`src/rtl/mtc_sl_tx_pkg.sv`:
```
// Shared types and helpers for the MTC to sector-logic TX path.
package mtc_sl_tx_pkg;

    // Mirrors MTC2SL_LEN from the l0mdt bus constants header.
    localparam int MTC2SL_LEN       = 32;
    localparam int MTC2SL_VALID_BIT = MTC2SL_LEN - 1;
    localparam int MAX_N_IN         = 8;

    typedef logic [MTC2SL_LEN-1:0] mtc2sl_word_t;

    function automatic int popcount_valid(input logic [MAX_N_IN-1:0] msbs);
        int n;
        n = 0;
        for (int i = 0; i < MAX_N_IN; i++) n += int'(msbs[i]);
        return n;
    endfunction

endpackage

```
`src/rtl/mtc_sl_tx_buffer_fifo.sv`:
```
// N_IN-write, 1-read register FIFO; valid inputs are compacted into consecutive slots.
module mtc_mw_fifo
    import mtc_sl_tx_pkg::*;
#(
    parameter int WIDTH = MTC2SL_LEN,
    parameter int N_IN  = 3,
    parameter int DEPTH = 8,
    localparam int PW   = $clog2(DEPTH),
    localparam int LW   = $clog2(DEPTH + 1)
) (
    input  logic                       clock,
    input  logic                       rst,
    input  logic [N_IN-1:0][WIDTH-1:0] wr_data,
    input  logic                       pop,
    output logic [WIDTH-1:0]           rd_data,
    output logic [LW-1:0]              level,
    output logic [LW-1:0]              n_valid,
    output logic [LW-1:0]              n_written
);

    logic [PW-1:0]            wr_ptr;
    logic [PW-1:0]            rd_ptr;
    logic [WIDTH-1:0]         mem [DEPTH];
    logic [N_IN-1:0]          vld;
    logic [N_IN-1:0]          we;
    logic [N_IN-1:0][PW-1:0]  slot;
    int                       nvld;
    int                       nfree;
    int                       nwr;
    int                       rank;

    // A pop frees its slot this cycle, so a full FIFO can still take one word.
    always_comb begin
        vld   = '0;
        we    = '0;
        slot  = '0;
        rank  = 0;
        for (int i = 0; i < N_IN; i++) vld[i] = wr_data[i][WIDTH-1];
        nvld  = popcount_valid(MAX_N_IN'(vld));
        nfree = DEPTH - int'(level) + int'(pop);
        nwr   = (nvld < nfree) ? nvld : nfree;
        for (int i = 0; i < N_IN; i++) begin
            slot[i] = wr_ptr + PW'(rank);
            we[i]   = vld[i] && (rank < nwr);
            rank    = rank + int'(vld[i]);
        end
    end

    assign n_valid   = LW'(nvld);
    assign n_written = LW'(nwr);
    assign rd_data   = mem[rd_ptr];

    always_ff @(posedge clock) begin
        for (int i = 0; i < N_IN; i++)
            if (we[i]) mem[slot[i]] <= wr_data[i];
    end

    always_ff @(posedge clock) begin
        if (rst) begin
            wr_ptr <= '0;
            rd_ptr <= '0;
            level  <= '0;
        end else begin
            wr_ptr <= wr_ptr + PW'(nwr);
            rd_ptr <= rd_ptr + PW'(pop);
            level  <= LW'(int'(level) + nwr - int'(pop));
        end
    end

endmodule

```
`src/rtl/mtc_sl_tx_buffer.sv`:
```
// Buffers up to N_IN MTC words per clock and drains them one per clock onto the SL TX link.
module mtc_sl_tx_buffer
    import mtc_sl_tx_pkg::*;
#(
    parameter int MTC_WIDTH  = MTC2SL_LEN,
    parameter int N_IN       = 3,
    parameter int FIFO_DEPTH = 8,
    parameter int CNT_WIDTH  = 16,
    localparam int LW        = $clog2(FIFO_DEPTH + 1)
) (
    input  logic                           clock,
    input  logic                           rst,
    input  logic                           srst,
    input  logic [N_IN-1:0][MTC_WIDTH-1:0] mtc_in,
    input  logic                           sl_ready,
    output logic                           sl_valid,
    output logic [MTC_WIDTH-1:0]           sl_data,
    output logic [LW-1:0]                  fifo_level,
    output logic [LW-1:0]                  level_hwm,
    output logic [CNT_WIDTH-1:0]           drop_count,
    output logic                           overflow
);

    localparam int DSW = CNT_WIDTH + 1;

    logic                 clr;
    logic                 pop;
    logic [MTC_WIDTH-1:0] head;
    logic [LW-1:0]        n_valid;
    logic [LW-1:0]        n_written;
    logic [LW-1:0]        n_drop;
    logic [LW-1:0]        level_next;
    logic [DSW-1:0]       drop_sum;

    assign clr        = rst | srst;
    assign pop        = (fifo_level != '0) && (!sl_valid || sl_ready);
    assign n_drop     = n_valid - n_written;
    assign level_next = fifo_level + n_written - LW'(pop);
    assign drop_sum   = {1'b0, drop_count} + DSW'(n_drop);

    mtc_mw_fifo #(
        .WIDTH (MTC_WIDTH),
        .N_IN  (N_IN),
        .DEPTH (FIFO_DEPTH)
    ) u_fifo (
        .clock     (clock),
        .rst       (clr),
        .wr_data   (mtc_in),
        .pop       (pop),
        .rd_data   (head),
        .level     (fifo_level),
        .n_valid   (n_valid),
        .n_written (n_written)
    );

    always_ff @(posedge clock) begin
        if (clr) begin
            sl_valid   <= 1'b0;
            sl_data    <= '0;
            level_hwm  <= '0;
            drop_count <= '0;
            overflow   <= 1'b0;
        end else begin
            if (pop) begin
                sl_valid <= 1'b1;
                sl_data  <= head;
            end else if (sl_valid && sl_ready) begin
                sl_valid <= 1'b0;
                sl_data  <= '0;
            end
            if (level_next > level_hwm) level_hwm <= level_next;
            if (n_drop != '0) begin
                overflow   <= 1'b1;
                drop_count <= drop_sum[CNT_WIDTH] ? '1 : drop_sum[CNT_WIDTH-1:0];
            end
        end
    end

endmodule
```
`config.mk`:
```
export PLATFORM = sky130hd
export DESIGN_NAME = mtc_sl_tx_buffer
export DESIGN_NICKNAME = d
export VERILOG_FILES = /design/src/rtl/mtc_sl_tx_pkg.sv /design/src/rtl/mtc_sl_tx_buffer_fifo.sv /design/src/rtl/mtc_sl_tx_buffer.sv
export SDC_FILE = /design/constraint.sdc
export NUM_CORES = 1
export LEC_CHECK = 0
export ABC_AREA = 0
export CORE_MARGIN = 5
export CORE_UTILIZATION = 60
export DETAILED_ROUTE_END_ITERATION = 8
export PLACE_DENSITY = 0.82
export REMOVE_ABC_BUFFERS = 1
export SLEW_MARGIN = 20
export SYNTH_ARGS = -nofsm -noshare
export SYNTH_HDL_FRONTEND = slang
export SYNTH_SLANG_ARGS = --single-unit
```
`constraint.sdc`:
```
create_clock -name clock -period 19.3 [get_ports clock]
set_input_delay 4.825 -clock clock [delete_from_list [all_inputs] [get_ports clock]]
set_output_delay 4.825 -clock clock [all_outputs]
set_load 0.02 [all_outputs]
```
==> run summary <==
VDD IR max: 0.119 mV
Critical Path Source Type: input port
Power Total: 0.00304 W
Root Driver: clkbuf_16
final setup fails: 0
area occupied by registers: 8970 µm²
fraction of registers with async set/reset: 0
Most used DFF post-synth: edfxtp_1
vias per cell: 6.59
worst-margin pin slew: 1.08 ns
initial antenna violation count: 0
RSZ-0062 raised after global routing: false
H-Tree Depth: 2
Worst-path clk slew: 0.06 ns
sequential power share: 0.351
clock latency on the worst-skew pair: 0.52 ns
Max Slew Vio Count: 0
Reg-to-Reg Start: u_fifo.level[0]
row count: 65
Worst Setup SP: sl_ready
# Max-Cap Violations: 0
first-pass GRT wire length: 80.6 mm
CTS Buf Count: 35
Die Y: 189 µm
post-CTS setup buffer count: 0
Crit Path Class: input port to flip-flop
number of synthesized flops with an enable pin: 256
clock power share: 0.214
CP max-delay cell: nand3_2
buffers plus inverters on the worst setup path: 4
Routed WL: 51.1 mm
Final Hold Fails: 0
nets@finish: 1907
Crit path top cell by count: ha_1
hold wc startpoint: overflow
core footprint: 31600 µm²
Initial Utilization: 0.610
vias in the first global route: 14662
largest delay contributor family on the critical path: simple AND/OR/NAND/NOR gates
Worst Path Max Fanout: 64
Sum Neg Setup Slack: 0 ns
Layout area overhead: 12.7%
Power Density: 140 nW/µm²
drt drc: 0
Rel. slew slack: 0.278
IO Port Bufs: 157
DP HPWL: 31.3 mm
clk sinks: 320
hold buffers post-CTS: 0
Avg Inst Size Synth: 11.0 µm²
Cell Area, Synth: 19300 µm²
worst stage delay on the critical path: 0.98 ns
Seq cells post-synth: 320
CP required: 19.25 ns
RD Place Congestion: 0.842
Yosys cell types: 68
Post-Syn Instances: 1754
GRT Util Overall: 0.281
area of the multi-input gates: 9250 µm²
post-route ant nets: 0
CP Data Arrival Time: 11.53 ns
DIE AREA: 35900 µm²
Gate power share: 0.434
routed via count: 14471
Diodes inserted: 0
drt wl/cell: 23.2 µm
FILL cells: 2204
Die Width: 189 µm
outcome: finished clean
HP Class: flip-flop to flip-flop
# IOs: 158
LEAKAGE: 9.05 nW
Layout Skew: 0.00981 ns
Synth Warn #: 0
switch share: 0.374
critical-path cell list: clkdlybuf4s50_1, nand2b_1, o21a_1, buf_4, ha_1, and2_0, nand4_1, ha_1, nor4_1, nand3b_1, or3_1, ha_1, nor2b_1, a21oi_1, inv_1, maj3_1, o21ai_4, buf_4, nand3_2
CP endpoint kind: flip-flop
highest achievable clock rate: 86.4 MHz
Tmin final: 11.58 ns
share of cells above drive strength 1: 0.120
CTS resizes: 0
Psw: 0.00114 W
sequential-to-total area share from yosys stat: 0.465
first-pass iteration count of the detailed router: 9
total gr overflow: 0
largest net degree at the start of global routing: 66
TritonCTS clock tree: built
initial DRC count: 1726
fin crit share: 0.600
internal power: 0.00190 W
clock buffer depth: 3
-- path summary, 6_finish.rpt --
| check | end | slack (ns) | depth (start not counted) |
|---|---|---|---|
| setup / recovery | u_fifo.mem[5][14] | 7.72 | 19 |
| hold / removal | overflow | 0.48 | 2 |
| hold reg to reg | overflow | 0.48 | 2 |
| setup reg to reg | u_fifo.mem[5][14] | 11.70 | 20 |
-- cell usage in the layout (no fill, tap or decap), types with 7 or more instances in the layout --
cell and count:
buf_4 26, a21oi_1 256, xnor2_1 12, ha_1 34, nand4_1 7, xor2_1 7
nor4_1 7, dfxtp_1 61, nand3_1 14, a21oi_2 7, nand3b_1 10, and2_1 13
o21ai_0 10, clkbuf_16 36, clkbuf_1 12, nor2_1 313, edfxtp_1 256, mux2_2 33
a311oi_1 7, mux4_2 64, nor3_1 8, nand2_1 16, mux2i_1 254, inv_1 31
clkdlybuf4s50_1 157, a22oi_1 32, nand2b_1 7
-- logic make-up after synthesis --
logic type                 count (synthesis)  synth area share
buffers and inverters                    239            0.0594
xor gates and xnor gates                  21            0.0107
DFF                                      320             0.465
muxes                                    353             0.227
and+or+nand+nor                          427            0.0998
AOI/OAI and AO/OA                        353             0.110
adders and majority gates                 41            0.0283
-- layout make-up --
class                   count  area share
clock buffers              53      0.0467
clock inverters            11     0.00420
inverters                  31     0.00535
multi-input cells        1195       0.425
flip-flops and latches    320       0.413
well taps                 402      0.0231
repair buffers            185      0.0827
-- layer usage --
layer	routed length [µm]	vias up	track usage
li1	-	6440	-
met4	1470	0	0.103
met2	25100	897	0.474
met1	19400	7012	0.372
met3	5070	122	0.0446
met5	0	-	0
-- power groups by stage --
stage | Sequential [W] | Clock (W) | Combinational (W)
floorplan | 0.00111 | 0 | 0.000869
global placement | 0.00107 | 0 | 0.00126
detailed placement | 0.00108 | 0 | 0.00130
CTS | 0.00107 | 0.000654 | 0.00131
global route | 0.00108 | 0.000685 | 0.00142
finish | 0.00107 | 0.000651 | 0.00132
-- metrics by stage --
stage | hold WS, ns | area (µm²) | instances | setup slack, ns | util
final | 0.476 | 21800 | 2197 | 7.72 | 0.688
after global routing | 0.527 | 21800 | 2197 | 7.31 | 0.688
after CTS | 0.476 | 21700 | 2196 | 7.75 | 0.687
after detailed placement | 0.461 | 20600 | 2132 | 7.27 | 0.652
after global placement | 0.453 | 20600 | 2132 | 7.45 | 0.652
after floorplan | 0.541 | 18300 | 1546 | 6.62 | -
-- cell usage after synthesis, types with 3 or more instances --
| master | instances | share of area |
|---|---|---|
| and2_1 | 13 | 0.0042 |
| nor2_1 | 313 | 0.061 |
| a21oi_2 | 7 | 0.0032 |
| buf_4 | 10 | 0.0039 |
| o311ai_0 | 3 | 0.0014 |
| nand3_1 | 15 | 0.0039 |
| mux2i_1 | 254 | 0.13 |
| buf_2 | 85 | 0.022 |
| buf_1 | 29 | 0.0056 |
| xor2_1 | 7 | 0.0032 |
| edfxtp_1 | 256 | 0.40 |
| buf_6 | 13 | 0.0076 |
| a2bb2oi_1 | 3 | 0.0014 |
| a21oi_1 | 256 | 0.066 |
| nor2b_1 | 4 | 0.0013 |
| nor4_1 | 7 | 0.0023 |
| clkbuf_1 | 69 | 0.013 |
| xnor2_1 | 12 | 0.0054 |
| o21ai_4 | 5 | 0.0042 |
| inv_1 | 31 | 0.0060 |
| a41o_1 | 3 | 0.0016 |
| o21ai_0 | 10 | 0.0026 |
| mux4_2 | 64 | 0.075 |
| nand3_2 | 5 | 0.0026 |
| dfxtp_1 | 64 | 0.066 |
| a211oi_1 | 5 | 0.0019 |
| and3_1 | 5 | 0.0016 |
| nand3_4 | 4 | 0.0036 |
| nand3b_1 | 10 | 0.0039 |
| fa_1 | 5 | 0.0052 |
| ha_1 | 34 | 0.022 |
| a22oi_1 | 32 | 0.012 |
| nand2_1 | 16 | 0.0031 |
| or3_1 | 3 | 0.00097 |
| nand4_1 | 7 | 0.0023 |
| mux2_2 | 33 | 0.019 |
| nand2b_1 | 7 | 0.0023 |
| nor3_1 | 8 | 0.0021 |
| a311oi_1 | 7 | 0.0032 |
-- worst register-to-register path, cell delays in order (launching register included) --
cell and delay [ns]:
dfxtp_1 0.42, inv_1 0.09, ha_1 0.25, nand2b_1 0.22, o21a_1 0.15, buf_4 0.46, ha_1 0.28, and2_0 0.31
nand4_1 0.18, ha_1 0.24, nor4_1 0.38, nand3b_1 0.11, or3_1 0.32, ha_1 0.42, nor2b_1 0.10, a21oi_1 0.43
inv_1 0.17, maj3_1 0.66, o21ai_4 0.22, buf_4 0.61, nand3_2 0.98
-- sequential cells by signal, summed over array words and instances (netlist names) --
signal	flops
u_fifo.rd_ptr	3
sl_data	32
u_fifo.mem	256
overflow	1
u_fifo.level	4
sl_valid	1
level_hwm	4
drop_count	16
u_fifo.wr_ptr	3
No activity file was read; power rests on OpenSTA's default activity.
